## src/rtl/bp_be_fp_unpack_pipe_if.sv

```systemverilog
// Handshake/data bundle for bp_be_fp_unpack_pipe.
//   Input side : v_i, ready_o, reg_i {sp_not_dp, rec[64:0]}, tag_i
//   Output side: v_o, yumi_i, data_o (IEEE raw, SP NaN-boxed), fclass_o, tag_o
// master = producer/consumer environment, slave = the unpack unit.
interface bp_be_fp_unpack_pipe_if #(parameter int tag_width_p = 5);
  logic                   v_i;
  logic                   ready_o;
  logic [65:0]            reg_i;
  logic [tag_width_p-1:0] tag_i;
  logic                   v_o;
  logic                   yumi_i;
  logic [63:0]            data_o;
  logic [9:0]             fclass_o;
  logic [tag_width_p-1:0] tag_o;

  modport master (
    output v_i, reg_i, tag_i, yumi_i,
    input  ready_o, v_o, data_o, fclass_o, tag_o
  );

  modport slave (
    input  v_i, reg_i, tag_i, yumi_i,
    output ready_o, v_o, data_o, fclass_o, tag_o
  );
endinterface

```

## src/rtl/bp_be_fp_unpack_pipe.sv

```systemverilog
// Two-stage unit converting a recoded FP register value into its IEEE-754
// raw 64-bit image plus the RISC-V fclass mask.
//   clk_i   : clock
//   reset_i : synchronous, active-high reset; flushes both stages
//   io      : slave side of bp_be_fp_unpack_pipe_if (valid/ready in,
//             valid/yumi out, 66-bit recoded in, 64-bit raw + fclass out)
// S1 decodes class/exponent/shift; S2 denormalizes, assembles and holds the
// result. Only ready_o depends combinationally on yumi_i.
module bp_be_fp_unpack_pipe #(
  parameter int tag_width_p = 5
) (
  input  logic                   clk_i,
  input  logic                   reset_i,
  bp_be_fp_unpack_pipe_if.slave  io
);

  typedef enum logic [2:0] {
    CLS_ZERO, CLS_SUB, CLS_NORM, CLS_INF, CLS_SNAN, CLS_QNAN
  } cls_e;

  // ---------------- S1 decode ----------------
  logic        w_sp, w_sign, w_fract_msb, w_is_norm;
  logic [11:0] w_exp_dp;
  logic [8:0]  w_exp_sp;
  logic [2:0]  w_top3;
  logic [51:0] w_fract;
  logic [10:0] w_exp_norm;
  logic [11:0] w_sh_dp;
  logic [8:0]  w_sh_sp;
  logic [5:0]  w_sh;
  cls_e        w_cls;

  assign w_sp        = io.reg_i[65];
  assign w_exp_dp    = io.reg_i[63:52];
  assign w_exp_sp    = io.reg_i[31:23];
  assign w_sign      = w_sp ? io.reg_i[32] : io.reg_i[64];
  assign w_top3      = w_sp ? w_exp_sp[8:6] : w_exp_dp[11:9];
  assign w_fract     = w_sp ? {29'b0, io.reg_i[22:0]} : io.reg_i[51:0];
  assign w_fract_msb = w_sp ? io.reg_i[22] : io.reg_i[51];
  assign w_is_norm   = w_sp ? (w_exp_sp >= 9'h082) : (w_exp_dp >= 12'h402);

  // Rebias modulo the IEEE field width; upper bits drop out naturally.
  assign w_exp_norm  = w_sp ? {3'b0, w_exp_sp[7:0] - 8'h81}
                            : (w_exp_dp[10:0] - 11'h401);

  // Denormalizing shift; exponents below the legal subnormal range clamp
  // to 63, which shifts the whole mantissa out.
  assign w_sh_dp = 12'h402 - w_exp_dp;
  assign w_sh_sp = 9'h082 - w_exp_sp;
  always_comb begin
    w_sh = 6'd63;
    if (w_sp) begin
      if (w_sh_sp < 9'd64) w_sh = w_sh_sp[5:0];
    end else begin
      if (w_sh_dp < 12'd64) w_sh = w_sh_dp[5:0];
    end
  end

  always_comb begin
    w_cls = CLS_NORM;
    case (w_top3)
      3'b000:  w_cls = CLS_ZERO;
      3'b110:  w_cls = CLS_INF;
      3'b111:  w_cls = w_fract_msb ? CLS_QNAN : CLS_SNAN;
      default: w_cls = w_is_norm ? CLS_NORM : CLS_SUB;
    endcase
  end

  // ---------------- handshake ----------------
  logic r_s1_v, r_s2_v;
  logic w_s2_ld, w_s1_adv, w_acc;

  assign w_s2_ld    = ~r_s2_v | io.yumi_i;
  assign w_s1_adv   = r_s1_v & w_s2_ld;
  assign io.ready_o = ~reset_i & (~r_s1_v | w_s1_adv);
  assign w_acc      = io.v_i & io.ready_o;

  // ---------------- S1 registers ----------------
  logic                   r_s1_sign, r_s1_sp;
  cls_e                   r_s1_cls;
  logic [51:0]            r_s1_fract;
  logic [5:0]             r_s1_sh;
  logic [10:0]            r_s1_exp;
  logic [tag_width_p-1:0] r_s1_tag;

  // ---------------- S2 assemble ----------------
  logic [52:0] w_mant;
  logic [51:0] w_sub_fract;
  logic [10:0] w_exp_o;
  logic [51:0] w_fr_o;
  logic [9:0]  w_fc;
  logic [63:0] w_data;

  // Hidden one sits just above the fraction field for either precision.
  assign w_mant      = r_s1_sp ? {29'b0, 1'b1, r_s1_fract[22:0]} : {1'b1, r_s1_fract};
  assign w_sub_fract = 52'(w_mant >> r_s1_sh);

  always_comb begin
    w_exp_o = '0;
    w_fr_o  = '0;
    w_fc    = '0;
    case (r_s1_cls)
      CLS_ZERO: w_fc[r_s1_sign ? 3 : 4] = 1'b1;
      CLS_SUB: begin
        w_fr_o = w_sub_fract;
        w_fc[r_s1_sign ? 2 : 5] = 1'b1;
      end
      CLS_NORM: begin
        w_exp_o = r_s1_exp;
        w_fr_o  = r_s1_fract;
        w_fc[r_s1_sign ? 1 : 6] = 1'b1;
      end
      CLS_INF: begin
        w_exp_o = '1;
        w_fc[r_s1_sign ? 0 : 7] = 1'b1;
      end
      CLS_SNAN: begin
        w_exp_o = '1;
        w_fr_o  = r_s1_fract;
        w_fc[8] = 1'b1;
      end
      CLS_QNAN: begin
        w_exp_o = '1;
        w_fr_o  = r_s1_fract;
        w_fc[9] = 1'b1;
      end
      default: ;
    endcase
  end

  assign w_data = r_s1_sp ? {32'hFFFF_FFFF, r_s1_sign, w_exp_o[7:0], w_fr_o[22:0]}
                          : {r_s1_sign, w_exp_o, w_fr_o};

  // ---------------- S2 registers ----------------
  logic [63:0]            r_s2_data;
  logic [9:0]             r_s2_fc;
  logic [tag_width_p-1:0] r_s2_tag;

  always_ff @(posedge clk_i) begin
    if (reset_i) begin
      r_s1_v    <= 1'b0;
      r_s2_v    <= 1'b0;
      r_s2_data <= '0;
      r_s2_fc   <= '0;
      r_s2_tag  <= '0;
    end else begin
      if (io.ready_o) r_s1_v <= io.v_i;
      if (w_acc) begin
        r_s1_sign  <= w_sign;
        r_s1_sp    <= w_sp;
        r_s1_cls   <= w_cls;
        r_s1_fract <= w_fract;
        r_s1_sh    <= w_sh;
        r_s1_exp   <= w_exp_norm;
        r_s1_tag   <= io.tag_i;
      end
      if (w_s2_ld) r_s2_v <= r_s1_v;
      if (w_s1_adv) begin
        r_s2_data <= w_data;
        r_s2_fc   <= w_fc;
        r_s2_tag  <= r_s1_tag;
      end
    end
  end

  assign io.v_o      = r_s2_v;
  assign io.data_o   = r_s2_data;
  assign io.fclass_o = r_s2_fc;
  assign io.tag_o    = r_s2_tag;

endmodule

```

## src/flat_wrapper.sv

```systemverilog
// flat-port wrapper written by rule: the top's interface ports become plain ports
module bp_be_fp_unpack_pipe_flat 
#(
  parameter int tag_width_p = 5
)
  (clk_i, reset_i, io_v_i, io_reg_i, io_tag_i, io_yumi_i, io_ready_o, io_v_o, io_data_o, io_fclass_o, io_tag_o);
  bp_be_fp_unpack_pipe_if #(.tag_width_p(tag_width_p)) io_i ();
  input  logic clk_i;
  input  logic reset_i;
  input wire logic [$bits(io_i.v_i)-1:0] io_v_i;
  input wire logic [$bits(io_i.reg_i)-1:0] io_reg_i;
  input wire logic [$bits(io_i.tag_i)-1:0] io_tag_i;
  input wire logic [$bits(io_i.yumi_i)-1:0] io_yumi_i;
  output wire logic [$bits(io_i.ready_o)-1:0] io_ready_o;
  output wire logic [$bits(io_i.v_o)-1:0] io_v_o;
  output wire logic [$bits(io_i.data_o)-1:0] io_data_o;
  output wire logic [$bits(io_i.fclass_o)-1:0] io_fclass_o;
  output wire logic [$bits(io_i.tag_o)-1:0] io_tag_o;
  assign io_i.v_i = io_v_i;
  assign io_i.reg_i = io_reg_i;
  assign io_i.tag_i = io_tag_i;
  assign io_i.yumi_i = io_yumi_i;
  assign io_ready_o = io_i.ready_o;
  assign io_v_o = io_i.v_o;
  assign io_data_o = io_i.data_o;
  assign io_fclass_o = io_i.fclass_o;
  assign io_tag_o = io_i.tag_o;
  bp_be_fp_unpack_pipe #(.tag_width_p(tag_width_p)) u_core (.clk_i(clk_i), .reset_i(reset_i), .io(io_i));
endmodule
```

## config.mk

```make
export PLATFORM = sky130hd
export DESIGN_NAME = bp_be_fp_unpack_pipe_flat
export DESIGN_NICKNAME = d
export VERILOG_FILES = /design/src/rtl/bp_be_fp_unpack_pipe_if.sv /design/src/rtl/bp_be_fp_unpack_pipe.sv /design/src/flat_wrapper.sv
export SDC_FILE = /design/constraint.sdc
export NUM_CORES = 1
export LEC_CHECK = 0
export CAP_MARGIN = 20
export CORE_UTILIZATION = 45
export CTS_BUF_LIST = sky130_fd_sc_hd__clkbuf_4 sky130_fd_sc_hd__clkbuf_8 sky130_fd_sc_hd__clkbuf_16
export CTS_CLUSTER_DIAMETER = 30
export CTS_CLUSTER_SIZE = 12
export DETAILED_ROUTE_END_ITERATION = 12
export GPL_ROUTABILITY_DRIVEN = 0
export PLACE_DENSITY_LB_ADDON = 0.05
export SLEW_MARGIN = 20
export SYNTH_ARGS = -nofsm -noshare
export SYNTH_HDL_FRONTEND = slang
export SYNTH_SLANG_ARGS = --single-unit
```

## constraint.sdc

```tcl
create_clock -name clk_i -period 3.6 [get_ports clk_i]
set_clock_uncertainty 0.1 [all_clocks]
set_input_delay 0.72 -clock clk_i [delete_from_list [all_inputs] [get_ports clk_i]]
set_output_delay 0.72 -clock clk_i [all_outputs]
set_load 0.02 [all_outputs]
```

# Word level (Yosys, flattened, before mapping)
# Cells that the tools add are included.
[totals] ff_bits=160 in_bits=75 wordCells=85
[op_classes] add_sub_neg=4 n_lt_le_gt_ge=12 eq_ne=7 shifts=1 n_mux=30 bitwise=8 n_reduce_logical=9
[ops] op="$ge 32x1->1 const B" n=4
[ops] op="$lt 32x6->1 const B" n=4
[ops] op="$pmux 52 s2" n=1
[ops] op="$mux 64" n=1
[ops] op="$mux 53" n=1
[ops] op="$shr 53x6->52" n=1
[ops] op="$pmux 8 s4" n=1
[ops] op="$pmux 11 s2" n=1
[ops] op="$mux 6" n=3
[ops] op="$demux 1 s4" n=4
[ops] op="$mux 3" n=5
[ops] op="$eq 3x3->1 const B" n=4
[ops] op="$ge 12x11->1 const B" n=1
[ops] op="$lt 12x7->1 const B" n=1
[ops] op="$sub 11x12->12 const A" n=1
[ops] op="$sub 11x11->11 const B" n=1
[ops] op="$pmux 1 s5" n=2
[ops] op="$ge 9x8->1 const B" n=1
[ops] op="$lt 9x7->1 const B" n=1
[ops] op="$pmux 3 s3" n=1
[ops] op="$sub 8x9->9 const A" n=1
[ops] op="$mux 1" n=8
[ops] op="$mux 8" n=1
[ops] op="$sub 8x8->8 const B" n=1
[ops] op="other kinds (10)" n=21

# Depth between registers and ports, before layout
# Gate-level depths: netlist of run 1.
[logic_depth] word_depth=7 depth_mapped=10

# Least setup slack after synthesis of run 1
# OpenSTA, ideal clock, no wires.
[synth_timing] kind="input-to-reg" start="in reset_i" end="reg u_core.r_s1_cls[0], enable pin" setup_ns=0.446 arrival_time_ns=3.359 required_ns=3.054 setup_slack_ns=-0.305 stages=4 n_path_buf=2 cell_sequence="clkbuf_1 > clkbuf_1 > a21oi_1 > and2_1"
[synth_via] elab_chain_len=4
[synth_rtl] element="start, declared" line_no="flat_wrapper.sv:9" rtl="input logic reset_i;"
[synth_rtl] element="$not 1->1 (no line)"
[synth_rtl] element="$and 1x1->1" line_no="bp_be_fp_unpack_pipe.sv:75" rtl="assign io.ready_o = ~reset_i & (~r_s1_v | w_s1_adv);"
[synth_rtl] element="named net io_ready_o" line_no="flat_wrapper.sv:14" rtl="output wire logic [$bits(io_i.ready_o)-1:0] io_ready_o;"
[synth_rtl] element="$and 1x1->1" line_no="bp_be_fp_unpack_pipe.sv:76" rtl="assign w_acc = io.v_i & io.ready_o;"
[synth_rtl] element="$reduce_and 2->1 (no line)"
[synth_rtl] element="end signal, assigned" line_no="bp_be_fp_unpack_pipe.sv:151" rtl="r_s1_cls <= w_cls;"
[synth_rtl] element="end, declared" line_no="bp_be_fp_unpack_pipe.sv:80" rtl="cls_e r_s1_cls;"
# The timed path passes the listed nets, and every way through them passes these cells.
# A chain may end at the register's enable or synchronous reset.

# Final worst setup path of run 1
[layout_timing] start="reg u_core.r_s1_sh[0]" end="reg u_core.r_s2_data[33], in the netlist u_core.io.data_o[33]"
[layout_via] elab_chain_len=3
[layout_rtl] element="start, declared" line_no="bp_be_fp_unpack_pipe.sv:82" rtl="logic [5:0] r_s1_sh;"
[layout_rtl] element="start signal, assigned" line_no="bp_be_fp_unpack_pipe.sv:153" rtl="r_s1_sh <= w_sh;"
[layout_rtl] element="$shr 53x6->52" line_no="bp_be_fp_unpack_pipe.sv:96" rtl="assign w_sub_fract = 52'(w_mant >> r_s1_sh);"
[layout_rtl] element="$pmux 52 s2" line_no="bp_be_fp_unpack_pipe.sv:102" rtl="case (r_s1_cls)"
[layout_rtl] element="$mux 64" line_no="bp_be_fp_unpack_pipe.sv:131" rtl="assign w_data = r_s1_sp ? {32'hFFFF_FFFF, r_s1_sign, w_exp_o[7:0], w_fr_o[22:0]}"
[layout_rtl] element="end signal, assigned" line_no="bp_be_fp_unpack_pipe.sv:159" rtl="r_s2_data <= w_data;"
[layout_rtl] element="end, declared" line_no="bp_be_fp_unpack_pipe.sv:135" rtl="logic [63:0] r_s2_data;"
# No other way between the ends.

==> results of run 1 <==
-- cells by family after synthesis --
| family | count (synthesis) | share of synthesized area |
|---|---|---|
| adders and majority gates | 6 | 0.00713 |
| buffers and inverters | 121 | 0.0491 |
| xor gates and xnor gates | 24 | 0.0200 |
| DFF | 160 | 0.379 |
| and+or+nand+nor | 392 | 0.174 |
| muxes | 127 | 0.169 |
| AOI/OAI and AO/OA | 310 | 0.201 |
-- registers in the layout (all words and copies together) (netlist names) --
| name | count |
|---|---|
| u_core.io.data_o | 64 |
| u_core.io.fclass_o | 10 |
| u_core.io.tag_o | 5 |
| u_core.io.v_o | 1 |
| u_core.r_s1_cls | 3 |
| u_core.r_s1_exp | 11 |
| u_core.r_s1_fract | 52 |
| u_core.r_s1_sh | 6 |
| u_core.r_s1_sign | 1 |
| u_core.r_s1_sp | 1 |
| u_core.r_s1_tag | 5 |
| u_core.r_s1_v | 1 |
-- metrics by stage --
| step | util | cell area [um2] | setup slack, ns | hold WS (ns) | power (mW) |
|---|---|---|---|---|---|
| 6_report | 0.575 | 13100 | 0.391 | 0.353 | 5.06 |
| 5_1_grt | 0.575 | 13100 | 0.271 | 0.367 | 5.23 |
| 4_1_cts | 0.575 | 13100 | 0.518 | 0.355 | 5.06 |
| 3_5_place_dp | 0.548 | 12500 | 0.316 | 0.346 | 3.17 |
| 3_3_place_gp | 0.548 | 12500 | 0.349 | 0.342 | 3.16 |
| 2_1_floorplan | - | 10500 | 0.541 | 0.371 | 2.73 |
-- power breakdown --
group	total (mW)	internal, mW	switching (mW)	leakage (nW)
sequential	2.12	2.02	0.106	1.41
clock	1.90	1.07	0.834	0.305
combinational	1.03	0.453	0.581	2.98
total	5.06	3.54	1.52	4.69
-- layout make-up --
class,count,area [um2]
fillers,2054,9690
multi-input cells,859,6040
flip-flops and latches,160,3990
repair buffers,207,1980
clock buffers,20,483
well taps,313,392
clock inverters,12,128
inverters,19,71.3
-- tightest hold or removal path: stages, from the launching register on --
cell	delay (ns)
dfxtp_1	0.31
nand2_1	0.05
a21oi_1	0.05
-- synth_stat cells, types with 12 or more instances --
library cell    n
nand3_1        30
buf_1          14
mux2_2         18
nand2_1       103
a221oi_1       27
o21ai_0        46
nor2_1        118
nor2b_1        33
a21oi_1        71
o22ai_1        31
dfxtp_1        81
mux4_2         39
clkbuf_1       63
a211oi_1       21
mux2i_1        70
o211ai_1       12
xnor2_1        16
inv_1          17
edfxtp_1       79
nor3_1         42
buf_2          17
-- path summary, 6_finish.rpt --
check / startpoint / endpoint / slack, ns / depth (start not counted)
setup / recovery: u_core.r_s1_sh[0] / u_core.io.data_o[33] / 0.39 / 6
hold / removal: u_core.io.tag_o[4] / u_core.io.tag_o[4] / 0.35 / 2
setup reg to reg: u_core.r_s1_sh[0] / u_core.io.data_o[33] / 0.39 / 6
hold reg to reg: u_core.io.tag_o[4] / u_core.io.tag_o[4] / 0.35 / 2
-- layer usage --
layer | up-vias | track usage | wire length [um]
li1 | 4574 | - | -
met1 | 4849 | 0.434 | 15900
met2 | 594 | 0.471 | 16200
met3 | 99 | 0.0596 | 3450
met4 | 0 | 0.121 | 1280
met5 | - | 0 | 0
==> impl_metrics.toml, run 1 <==
[synthesis]
synth_nets = 1221
ys_warn_count = 0
async_flop_share = 0
synth-main-ff-cell = "dfxtp_1"
ys_ff_latch = 160
synth.distinct_cells = 70
syn_inst = 1140
synth_edf_count = 79
synth_area_leader_cell = "edfxtp_1"
synth_top_area_frac = 0.225
syn_area_mm2 = 0.0105
yosysSeqAreaShare = 0.379
synth_area_leaders = "edfxtp_1 23%, dfxtp_1 15%, mux4_2 8.3%, mux2i_1 6.7%, nor2_1 4.2%"
syn_avg_cell_area_um2 = 9.24

[drt]
drtPass1Iterations = 5
vias_per_cell = 6.36
ant_nets = 0
drt-initial-drc-count = 1117
num_vias = 10100
routed_wl_um = 36900
drc = 0
wl_per_cell_um = 23.2

[global_routing]
grt_pass1_wl_um = 56200
grt_overflow_total = 0
grt_pass1_vias = 9387
antenna_found_initial = 0
grt_max_degree = 60
grt_usage = 0.310

[worst_setup_path]
path_max_fanout = 14
critical-path-slowest-cell = "o41ai_1"
endpoint_kind = "flop"
critPathMaxStageDelay_ns = 0.94
cp.required_ns = 3.86
critPathLaunchType = "flop"
cp_num_buf_inv = 1
worstPathCellList = "inv_1, and2_0, a31oi_1, o41ai_1, a221oi_1, nor3_1"
crit_arrival_ns = 3.46
critPathTopFamily = "compound AO/OA/AOI/OAI gates"
critPathKind = "flop to flop"

[clocking]
worstSkewPairLatency_ns = 0.44
cts_max_path_buffers = 2
path_clk_slew_ns = 0.07
cts_hold_buf = 0
cts.root.buffer_cell = "clkbuf_16"
htreeDepth = 4
postCtsResizedCells = 0
cts_buffers = 17
tritoncts = "yes"
cts_num_sinks = 160
post_cts_buffers = 0

[floorplanning]
coreArea_mm2 = 0.0228
io_pins = 156
std_cell_rows = 55
initial_core_util = 0.462
die_area_mm2 = 0.0240
die_h_um = 155
die_w_um = 155

[placed_design]
io_buffers = 155
place_hpwl_um = 26900
dp_cells = 1558

[power_and_ir_drop]
peakVddDrop_mv = 0.354
p_per_area_mw_per_mm2 = 387
p_leak_nw = 4.69

[sta]
setup_viol = 0
fin_crit_sh = 0.891
setup_tns_ns = 0
rsz0062_at_grt = "no"
slew_headroom = 0.251
fmax_ghz = 0.312
slew_violations = 0
worst_pin_slew_ns = 1.11
post-route-min-period_ns = 3.21
hold_viol_final = 0

[final_layout]
final_common_cell = "clkdlybuf4s50_1"
drive_above_1_share = 0.122
final_cells = 1590
antenna_cells = 0
layout_common_cells = "153 x clkdlybuf4s50_1, 117 x nor2_1, 103 x nand2_1, 81 x dfxtp_1, 79 x edfxtp_1"
area_growth_pct = 24.3
layout.nets = 1345

[hold_path]
min_path_type = "flop to flop"

[flow_run]
max_cap_violations = 0

[status]
status = "finished, final reports clean"
Note: power is estimated with default switching activity, not from simulation.
==> inputs of run 2 (changes only) <==
--- a/config.mk
+++ b/config.mk
@@ -8,10 +8,11 @@
 export CAP_MARGIN = 20
 export CORE_UTILIZATION = 45
 export CTS_BUF_LIST = sky130_fd_sc_hd__clkbuf_4 sky130_fd_sc_hd__clkbuf_8 sky130_fd_sc_hd__clkbuf_16
-export CTS_CLUSTER_DIAMETER = 30
+export CTS_CLUSTER_DIAMETER = 50
 export CTS_CLUSTER_SIZE = 12
 export DETAILED_ROUTE_END_ITERATION = 12
 export GPL_ROUTABILITY_DRIVEN = 0
+export HOLD_SLACK_MARGIN = 0.03
 export PLACE_DENSITY_LB_ADDON = 0.05
 export SLEW_MARGIN = 20
 export SYNTH_ARGS = -nofsm -noshare
==> results of run 2 <==
No change in the layout: final DEF, timing and power equal those of run 1.
